===== config.mk =====
export PLATFORM = sky130hd
export DESIGN_NAME = nrisc_ula_issue_flat
export DESIGN_NICKNAME = d
export VERILOG_FILES = /design/src/rtl/nrisc_ula_issue_if.sv /design/src/rtl/nrisc_ula_issue.sv /design/src/flat_wrapper.sv
export SDC_FILE = /design/constraint.sdc
export NUM_CORES = 1
export LEC_CHECK = 0
export ABC_AREA = 1
export CAP_MARGIN = 20
export CORE_MARGIN = 1
export CORE_UTILIZATION = 30
export CTS_BUF_LIST = sky130_fd_sc_hd__clkbuf_16
export CTS_CLUSTER_SIZE = 20
export DETAILED_ROUTE_END_ITERATION = 10
export HOLD_SLACK_MARGIN = 0.06
export SLEW_MARGIN = 20
export SYNTH_ARGS = -nofsm -noshare
export SYNTH_HDL_FRONTEND = slang
export SYNTH_SLANG_ARGS = --single-unit

===== constraint.sdc =====
create_clock -name clk -period 2.7 [get_ports clk]
set_input_delay 0.405 -clock clk [delete_from_list [all_inputs] [get_ports clk]]
set_output_delay 0.405 -clock clk [all_outputs]
set_load 0.05 [all_outputs]

===== src/rtl/nrisc_ula_issue_if.sv =====
// Request / ULA / result signal bundle between the issue block and its neighbours.
// master drives requests, ULA results and res_ready; slave is the issue block.
interface nrisc_ula_issue_if #(
  parameter int TAM = 16
) ();
  logic           req_valid;
  logic           req_ready;
  logic [3:0]     req_op;
  logic [TAM-1:0] req_a;
  logic [TAM-1:0] req_b;
  logic [TAM-1:0] ULA_A;
  logic [TAM-1:0] ULA_B;
  logic [3:0]     ULA_ctrl;
  logic [TAM-1:0] ULA_OUT;
  logic [2:0]     ULA_flags;
  logic           res_valid;
  logic           res_ready;
  logic [TAM-1:0] res_data;
  logic [2:0]     res_flags;

  modport master (
    output req_valid, req_op, req_a, req_b, ULA_OUT, ULA_flags, res_ready,
    input  req_ready, ULA_A, ULA_B, ULA_ctrl, res_valid, res_data, res_flags
  );

  modport slave (
    input  req_valid, req_op, req_a, req_b, ULA_OUT, ULA_flags, res_ready,
    output req_ready, ULA_A, ULA_B, ULA_ctrl, res_valid, res_data, res_flags
  );
endinterface


===== src/rtl/nrisc_ula_issue.sv =====
// Issue controller for a fixed-latency ULA: registers operands, waits LAT cycles,
// captures the ULA result and holds it until the consumer takes it.
module nrisc_ula_issue #(
  parameter int TAM = 16,
  parameter int LAT = 1
) (
  input  logic                 clk,
  input  logic                 rst,
  nrisc_ula_issue_if.slave     bus,
  output logic                 busy
);

  localparam logic [2:0] LAT_CNT = 3'(LAT);

  typedef enum logic [1:0] {
    IDLE = 2'd0,
    WAIT = 2'd1,
    RESP = 2'd2
  } state_e;

  state_e         state_q, state_d;
  logic [2:0]     cnt_q, cnt_d;
  logic [TAM-1:0] ula_a_q, ula_b_q;
  logic [3:0]     ula_ctrl_q;
  logic [TAM-1:0] res_data_q;
  logic [2:0]     res_flags_q;
  logic           res_valid_q, res_valid_d;

  logic req_ready;
  logic accept;
  logic capture;
  logic retire;
  logic cnt_zero;

  always_ff @(posedge clk or posedge rst) begin
    if (rst) begin
      state_q <= IDLE;
    end else begin
      state_q <= state_d;
    end
  end

  always_comb begin
    state_d = state_q;
    case (state_q)
      IDLE:    if (accept)   state_d = WAIT;
      WAIT:    if (cnt_zero) state_d = RESP;
      RESP:    if (retire)   state_d = accept ? WAIT : IDLE;
      default:               state_d = IDLE;
    endcase
  end

  // req_ready in RESP follows res_ready so a retire and a new accept can share an edge.
  always_comb begin
    req_ready = 1'b0;
    busy      = 1'b1;
    case (state_q)
      IDLE: begin
        req_ready = 1'b1;
        busy      = 1'b0;
      end
      RESP:    req_ready = bus.res_ready;
      default: req_ready = 1'b0;
    endcase
    cnt_zero = (cnt_q == 3'd0);
    accept   = bus.req_valid & req_ready;
    capture  = (state_q == WAIT) & cnt_zero;
    retire   = (state_q == RESP) & bus.res_ready;
  end

  always_comb begin
    cnt_d = cnt_q;
    if (accept) begin
      cnt_d = LAT_CNT;
    end else if ((state_q == WAIT) && !cnt_zero) begin
      cnt_d = cnt_q - 3'd1;
    end

    res_valid_d = res_valid_q;
    if (capture) begin
      res_valid_d = 1'b1;
    end else if (retire) begin
      res_valid_d = 1'b0;
    end
  end

  always_ff @(posedge clk or posedge rst) begin
    if (rst) begin
      cnt_q       <= 3'd0;
      ula_a_q     <= '0;
      ula_b_q     <= '0;
      ula_ctrl_q  <= 4'd0;
      res_data_q  <= '0;
      res_flags_q <= 3'd0;
      res_valid_q <= 1'b0;
    end else begin
      cnt_q       <= cnt_d;
      res_valid_q <= res_valid_d;
      if (accept) begin
        ula_a_q    <= bus.req_a;
        ula_b_q    <= bus.req_b;
        ula_ctrl_q <= bus.req_op;
      end
      if (capture) begin
        res_data_q  <= bus.ULA_OUT;
        res_flags_q <= bus.ULA_flags;
      end
    end
  end

  assign bus.req_ready = req_ready;
  assign bus.ULA_A     = ula_a_q;
  assign bus.ULA_B     = ula_b_q;
  assign bus.ULA_ctrl  = ula_ctrl_q;
  assign bus.res_valid = res_valid_q;
  assign bus.res_data  = res_data_q;
  assign bus.res_flags = res_flags_q;

endmodule


===== src/flat_wrapper.sv =====
// flat-port wrapper written by rule: the top's interface ports become plain ports
module nrisc_ula_issue_flat 
#(
  parameter int TAM = 16,
  parameter int LAT = 1
)
  (clk, rst, busy, bus_req_valid, bus_req_op, bus_req_a, bus_req_b, bus_ULA_OUT, bus_ULA_flags, bus_res_ready, bus_req_ready, bus_ULA_A, bus_ULA_B, bus_ULA_ctrl, bus_res_valid, bus_res_data, bus_res_flags);
  nrisc_ula_issue_if #(.TAM(TAM)) bus_i ();
  input  logic clk;
  input  logic rst;
  output logic busy;
  input wire logic [$bits(bus_i.req_valid)-1:0] bus_req_valid;
  input wire logic [$bits(bus_i.req_op)-1:0] bus_req_op;
  input wire logic [$bits(bus_i.req_a)-1:0] bus_req_a;
  input wire logic [$bits(bus_i.req_b)-1:0] bus_req_b;
  input wire logic [$bits(bus_i.ULA_OUT)-1:0] bus_ULA_OUT;
  input wire logic [$bits(bus_i.ULA_flags)-1:0] bus_ULA_flags;
  input wire logic [$bits(bus_i.res_ready)-1:0] bus_res_ready;
  output wire logic [$bits(bus_i.req_ready)-1:0] bus_req_ready;
  output wire logic [$bits(bus_i.ULA_A)-1:0] bus_ULA_A;
  output wire logic [$bits(bus_i.ULA_B)-1:0] bus_ULA_B;
  output wire logic [$bits(bus_i.ULA_ctrl)-1:0] bus_ULA_ctrl;
  output wire logic [$bits(bus_i.res_valid)-1:0] bus_res_valid;
  output wire logic [$bits(bus_i.res_data)-1:0] bus_res_data;
  output wire logic [$bits(bus_i.res_flags)-1:0] bus_res_flags;
  assign bus_i.req_valid = bus_req_valid;
  assign bus_i.req_op = bus_req_op;
  assign bus_i.req_a = bus_req_a;
  assign bus_i.req_b = bus_req_b;
  assign bus_i.ULA_OUT = bus_ULA_OUT;
  assign bus_i.ULA_flags = bus_ULA_flags;
  assign bus_i.res_ready = bus_res_ready;
  assign bus_req_ready = bus_i.req_ready;
  assign bus_ULA_A = bus_i.ULA_A;
  assign bus_ULA_B = bus_i.ULA_B;
  assign bus_ULA_ctrl = bus_i.ULA_ctrl;
  assign bus_res_valid = bus_i.res_valid;
  assign bus_res_data = bus_i.res_data;
  assign bus_res_flags = bus_i.res_flags;
  nrisc_ula_issue #(.TAM(TAM), .LAT(LAT)) u_core (.clk(clk), .rst(rst), .bus(bus_i), .busy(busy));
endmodule

# After elaboration in Yosys (flattened, before gate mapping)
# Index checks and enable logic that the tools add are counted.
[op_classes]
add_sub_neg = 1
n_eq_ne = 5
mux = 11
bitwise_logic = 3
n_reduce_logical = 7
[ops]
columns = ["cell", "count"]
rows = [
  ["$mux W2", 3],
  ["$mux W3", 2],
  ["$ne A2 B1 Y1 const B", 3],
  ["$pmux W2 S3", 1],
  ["$mux W1", 4],
  ["$reduce_bool A2 Y1", 2],
  ["$and A1 B1 Y1", 3],
  ["$logic_not A3 Y1", 1],
  ["$reduce_and A3 Y1", 1],
  ["$sub A3 B1 Y3 const B", 1],
  ["$eq A2 B1 Y1 const B", 1],
  ["$eq A2 B2 Y1 const B", 1],
  ["$logic_not A2 Y1", 1],
  ["$pmux W1 S2", 1],
  ["$logic_and A1 B1 Y1", 1],
  ["$logic_not A1 Y1", 1],
]
[totals]
ff_bits = 61
inputBits = 59
elab_cells = 35

# Longest topological paths before layout
[depth]
depth_word = 6
depth_mapped = 8

# Worst setup path before layout
# OpenSTA, ideal clock, no wires.
[synth_path]
kind = "register to output"
start = "register u_core.state_q[1]"
end = "output bus_req_ready"
arrival_ns = 1.037
path_slack_ns = 1.258
stages_incl_launch_ff = 3
path_buffers = 1
cell_sequence = "dfrtp_1 > a21oi_4 > buf_2"
[synth_via]
elab_chain_len = 2
[synth_rtl]
columns = ["item", "line", "text"]
rows = [
  ["start: declaration", "nrisc_ula_issue.sv:21", "state_e state_q, state_d;"],
  ["start signal: assignment", "nrisc_ula_issue.sv:39", "state_q <= state_d;"],
  ["$eq A2 B2 Y1 or $logic_not A2 Y1 (tied branches)", "nrisc_ula_issue.sv:57", "case (state_q)"],
  ["$pmux W1 S2 (*)", "nrisc_ula_issue.sv:57", ""],
  ["end: declaration", "flat_wrapper.sv:19", "output wire logic [$bits(bus_i.req_ready)-1:0] bus_req_ready;"],
]
# Every way passes the cells marked *; elsewhere a longest branch is shown, timed or not.

# Worst setup path in the final report
[layout_path]
start = "register u_core.state_q[1]"
end = "output busy"
[layout_via]
elab_chain_len = 2
[layout_rtl]
columns = ["item", "line", "text"]
rows = [
  ["$logic_not A2 Y1", "nrisc_ula_issue.sv:57", ""],
  ["$mux W1", "nrisc_ula_issue.sv:57", ""],
  ["end: declaration", "flat_wrapper.sv:11", "output logic busy;"],
]
# No other way between the ends.

==> summary.md <==
| Metric | Value |
|---|---|
| Outcome | `completed` |
| Final global-route overflow total | `0` |
| Endpoint kind of the worst setup timing path | `output pin` |
| Number of global-route vias before repair | `2211` |
| Worst-case clock skew | `0.00340 ns` |
| Final period utilization | `79.9%` |
| First-iteration detailed-routing DRC count | `108` |
| Minimum period implied by the final worst setup slack | `2.16 ns` |
| Worst IR drop on VDD | `889 uV` |
| Max incr delay on CP | `0.79 ns` |
| Number of warnings issued by yosys | `0` |
| Final count of hold timing violations | `0` |
| Weighted congestion at the end of routability-driven global placement | `0.729` |
| Synth-to-layout area growth | `63.8%` |
| Final nets | `460` |
| Transition time at the pin with the least slew margin | `0.686 ns` |
| Multiplexer fraction of the synthesized cell area | `0%` |
| Hold-fix buffers, CTS | `0` |
| Pin count of the biggest net entering global routing | `37` |
| Clock-pin slew on the worst setup and hold paths | `0.05 ns` |
| Sinks on Clock Net | `61` |
| Max stage delay cell, worst path | `clkdlybuf4s50_1` |
| Post-synth top area cell | `dfrtp_1` |
| Total cell area at the placement stage | `0.00378 mm2` |
| Reg-to-reg startpoint | `u_core.state_q[0]$_DFFE_PP0P_` |
| Relative slew margins | `54.2%` |
| Detailed-route DRC error count | `0` |
| Count of standard-cell rows | `32` |
| Fraction of layout cells with a size suffix above 1 | `6.68%` |
| Post-route cell area | `0.00409 mm2` |
| Highest net fanout along the worst path | `4` |
| Number of vias in the routed layout | `2291` |
| Global-route wire length before repair | `10.9 mm` |
| Simple-Gate Fraction of Synth Area | `32.1%` |
| Worst EP arrival | `1.75 ns` |
| Compound-cell area share of the yosys netlist | `1.05%` |
| Synth Area per Inst | `8.85 um2` |
| Area share of fa/ha/maj cells after synthesis | `1.00%` |
| Maximum clock rate | `463 MHz` |
| Number of buffers added on ports | `116` |
| FF+latch count, synth | `61` |
| Proportion of netlist area held by the largest area contributor | `61.2%` |
| Placement Setup Slack | `0.673 ns` |
| Antenna cell count | `0` |
| Worst Setup Slack, final | `0.542 ns` |
| Worst setup path class | `flip-flop to output pin` |
| Antenna violations before repair | `0` |
| Destination of the worst register-to-register timing path | `u_core.bus.res_flags[2]$_DFFE_PP0P_` |
| Number of cells traversed by the worst register-to-register path | `5` |
| Count of final setup violators | `0` |
| Crit path cell chain | `inv_1 -> nand2_1 -> clkdlybuf4s50_1` |
| Sequential cell area | `0.00153 mm2` |
| Clock root buffer | `clkbuf_16` |
| Vias per inst | `4.53` |
| Die area | `0.00869 mm2` |
| Combinational family with the most area after synthesis | `simple AND/OR/NAND/NOR gates` |
| Number of iterations in the first detailed-routing pass | `4` |
| Die width | `93.2 um` |
| Total negative setup slack | `0 ns` |
| Post-CTS Setup Inserts | `0` |
| Multi-input combinational cell area | `853 um2` |
| R2R setup slack | `0.80 ns` |
| Clock tree from TritonCTS | `yes` |
| Starting Density | `31.6%` |
| Overall global routing resource usage | `16.3%` |
| Number of library cell types mapped by synthesis | `16` |
| Standby leakage power | `1.99 nW` |
| Maximum level of the CTS H-tree | `3` |
| CP Launch Type | `flip-flop` |
| Fraction of the yosys area taken by sequential cells | `61.2%` |
| Synthesized Nets | `343` |
| Detailed-placement wirelength estimate | `4.61 mm` |
| Number of buffers created by CTS | `9` |
| Placeable Area | `0.00789 mm2` |
| Max cap viols | `0` |
| Number of fill cells in the layout | `733` |
| Setup repair after global routing missed its margin | `no` |
| Cts repair resizes | `0` |
| Routed wire length | `6.67 mm` |
| Post-synth design cell area | `0.00250 mm2` |
| I/O pins | `117` |
| Post-synthesis xor/xnor area fraction | `0%` |
| Class of the worst hold path | `input port to async pin` |
| Number of standard cells after synthesis | `282` |
| Clock Latency Late Sink | `0.32 ns` |
| Vertical die dimension | `93.2 um` |
| Wire length per cell after detailed routing | `13.2 um` |
| Worst path required time | `2.30 ns` |
| P per Cell Area | `1550 mW/mm2` |
| Number of buffers on the longest clock path | `2` |
| Max Slew Vio Count | `0` |
| Number of nets with antenna violations after detailed routing | `0` |
| Dominant cells by area after synthesis | `dfrtp_1, nand2_1, nand3_1` |
==> cell families after synthesis <==
family | count (synthesis)
and+or+nand+nor | 189
DFF | 61
buffers and inverters | 27
AOI/OAI and AO/OA | 3
adders and majority gates | 2
==> how the worst max path moves through the flow <==
stage | from | slack, ns | endpoint
final | u_core.state_q[1]$_DFFE_PP0P_ | 0.54 | busy
after detailed placement | bus_res_ready | 0.67 | u_core.bus.ULA_B[8]$_DFFE_PP0N_
after global routing | u_core.state_q[1]$_DFFE_PP0P_ | 0.47 | busy
after global placement | bus_res_ready | 0.72 | u_core.cnt_q[2]$_DFFE_PP0P_
after CTS | u_core.state_q[1]$_DFFE_PP0P_ | 0.52 | busy
after floorplan | rst | 0.78 | u_core.bus.ULA_A[0]$_DFFE_PP0N_
==> layout make-up <==
cell class | count | share of cell area (%)
multi-input combinational | 194 | 20.9
inverter | 10 | 0.918
sequential | 61 | 37.3
timing repair buffer | 123 | 30.2
clock buffer | 9 | 5.51
clock inverter | 7 | 2.02
tap | 102 | 3.12
==> through the flow <==
stage                     power, mW  std cells  hold WS [ns]  utilization, %
final                          6.34        506         0.263            51.8
after global routing           6.71        506         0.280            51.8
after CTS                      6.42        506         0.254            51.8
after detailed placement       5.21        490         0.458            47.9
after global placement         5.17        490         0.452            47.9
after floorplan                3.96        282         0.452               -
==> cell usage after synthesis, drive strengths merged <==
cell type and n:
or2 1, buf 15, inv 10, nor2 5
a21oi 1, nor3 1, ha 2, dfrtp 61
clkbuf 2, o21ai 2, nand3 61, nand2 121
==> cell usage in the layout, fill, tap and decap left out, drive strengths merged <==
master / count
nand2: 121
clkdlybuf4s50: 115
dfrtp: 61
nand3: 61
inv: 12
clkbuf: 9
buf: 8
nor2: 5
clkinv: 3
o21ai: 2
ha: 2
bufinv: 2
a21oi: 1
or2: 1
nor3: 1
==> registers in the layout (all words and copies together), names as in the netlist <==
register	count
u_core.bus.res_data	16
u_core.bus.res_flags	3
u_core.bus.ULA_B	16
u_core.bus.ULA_ctrl	4
u_core.cnt_q	3
u_core.bus.ULA_A	16
u_core.bus.res_valid	1
u_core.state_q	2
==> power breakdown <==
group / internal [mW] / switching, mW
Sequential: 1.36 / 0.270
Combinational: 1.14 / 2.40
Clock: 0.795 / 0.382
Total: 3.29 / 3.05
==> metal layers <==
layer	part of all wire [%]	GRT usage, %
met4	0.84	5.38
met5	0	0
met2	47	25.6
met3	7.4	4.96
met1	45	21.3
==> critical path: cells and delay by family, from the launching register on <==
kind	cells	cell delay, ns
buffers and inverters	2	0.90
flip-flops	1	0.46
AND/OR/NAND/NOR	1	0.07
No activity file was read; power rests on OpenSTA's default activity.
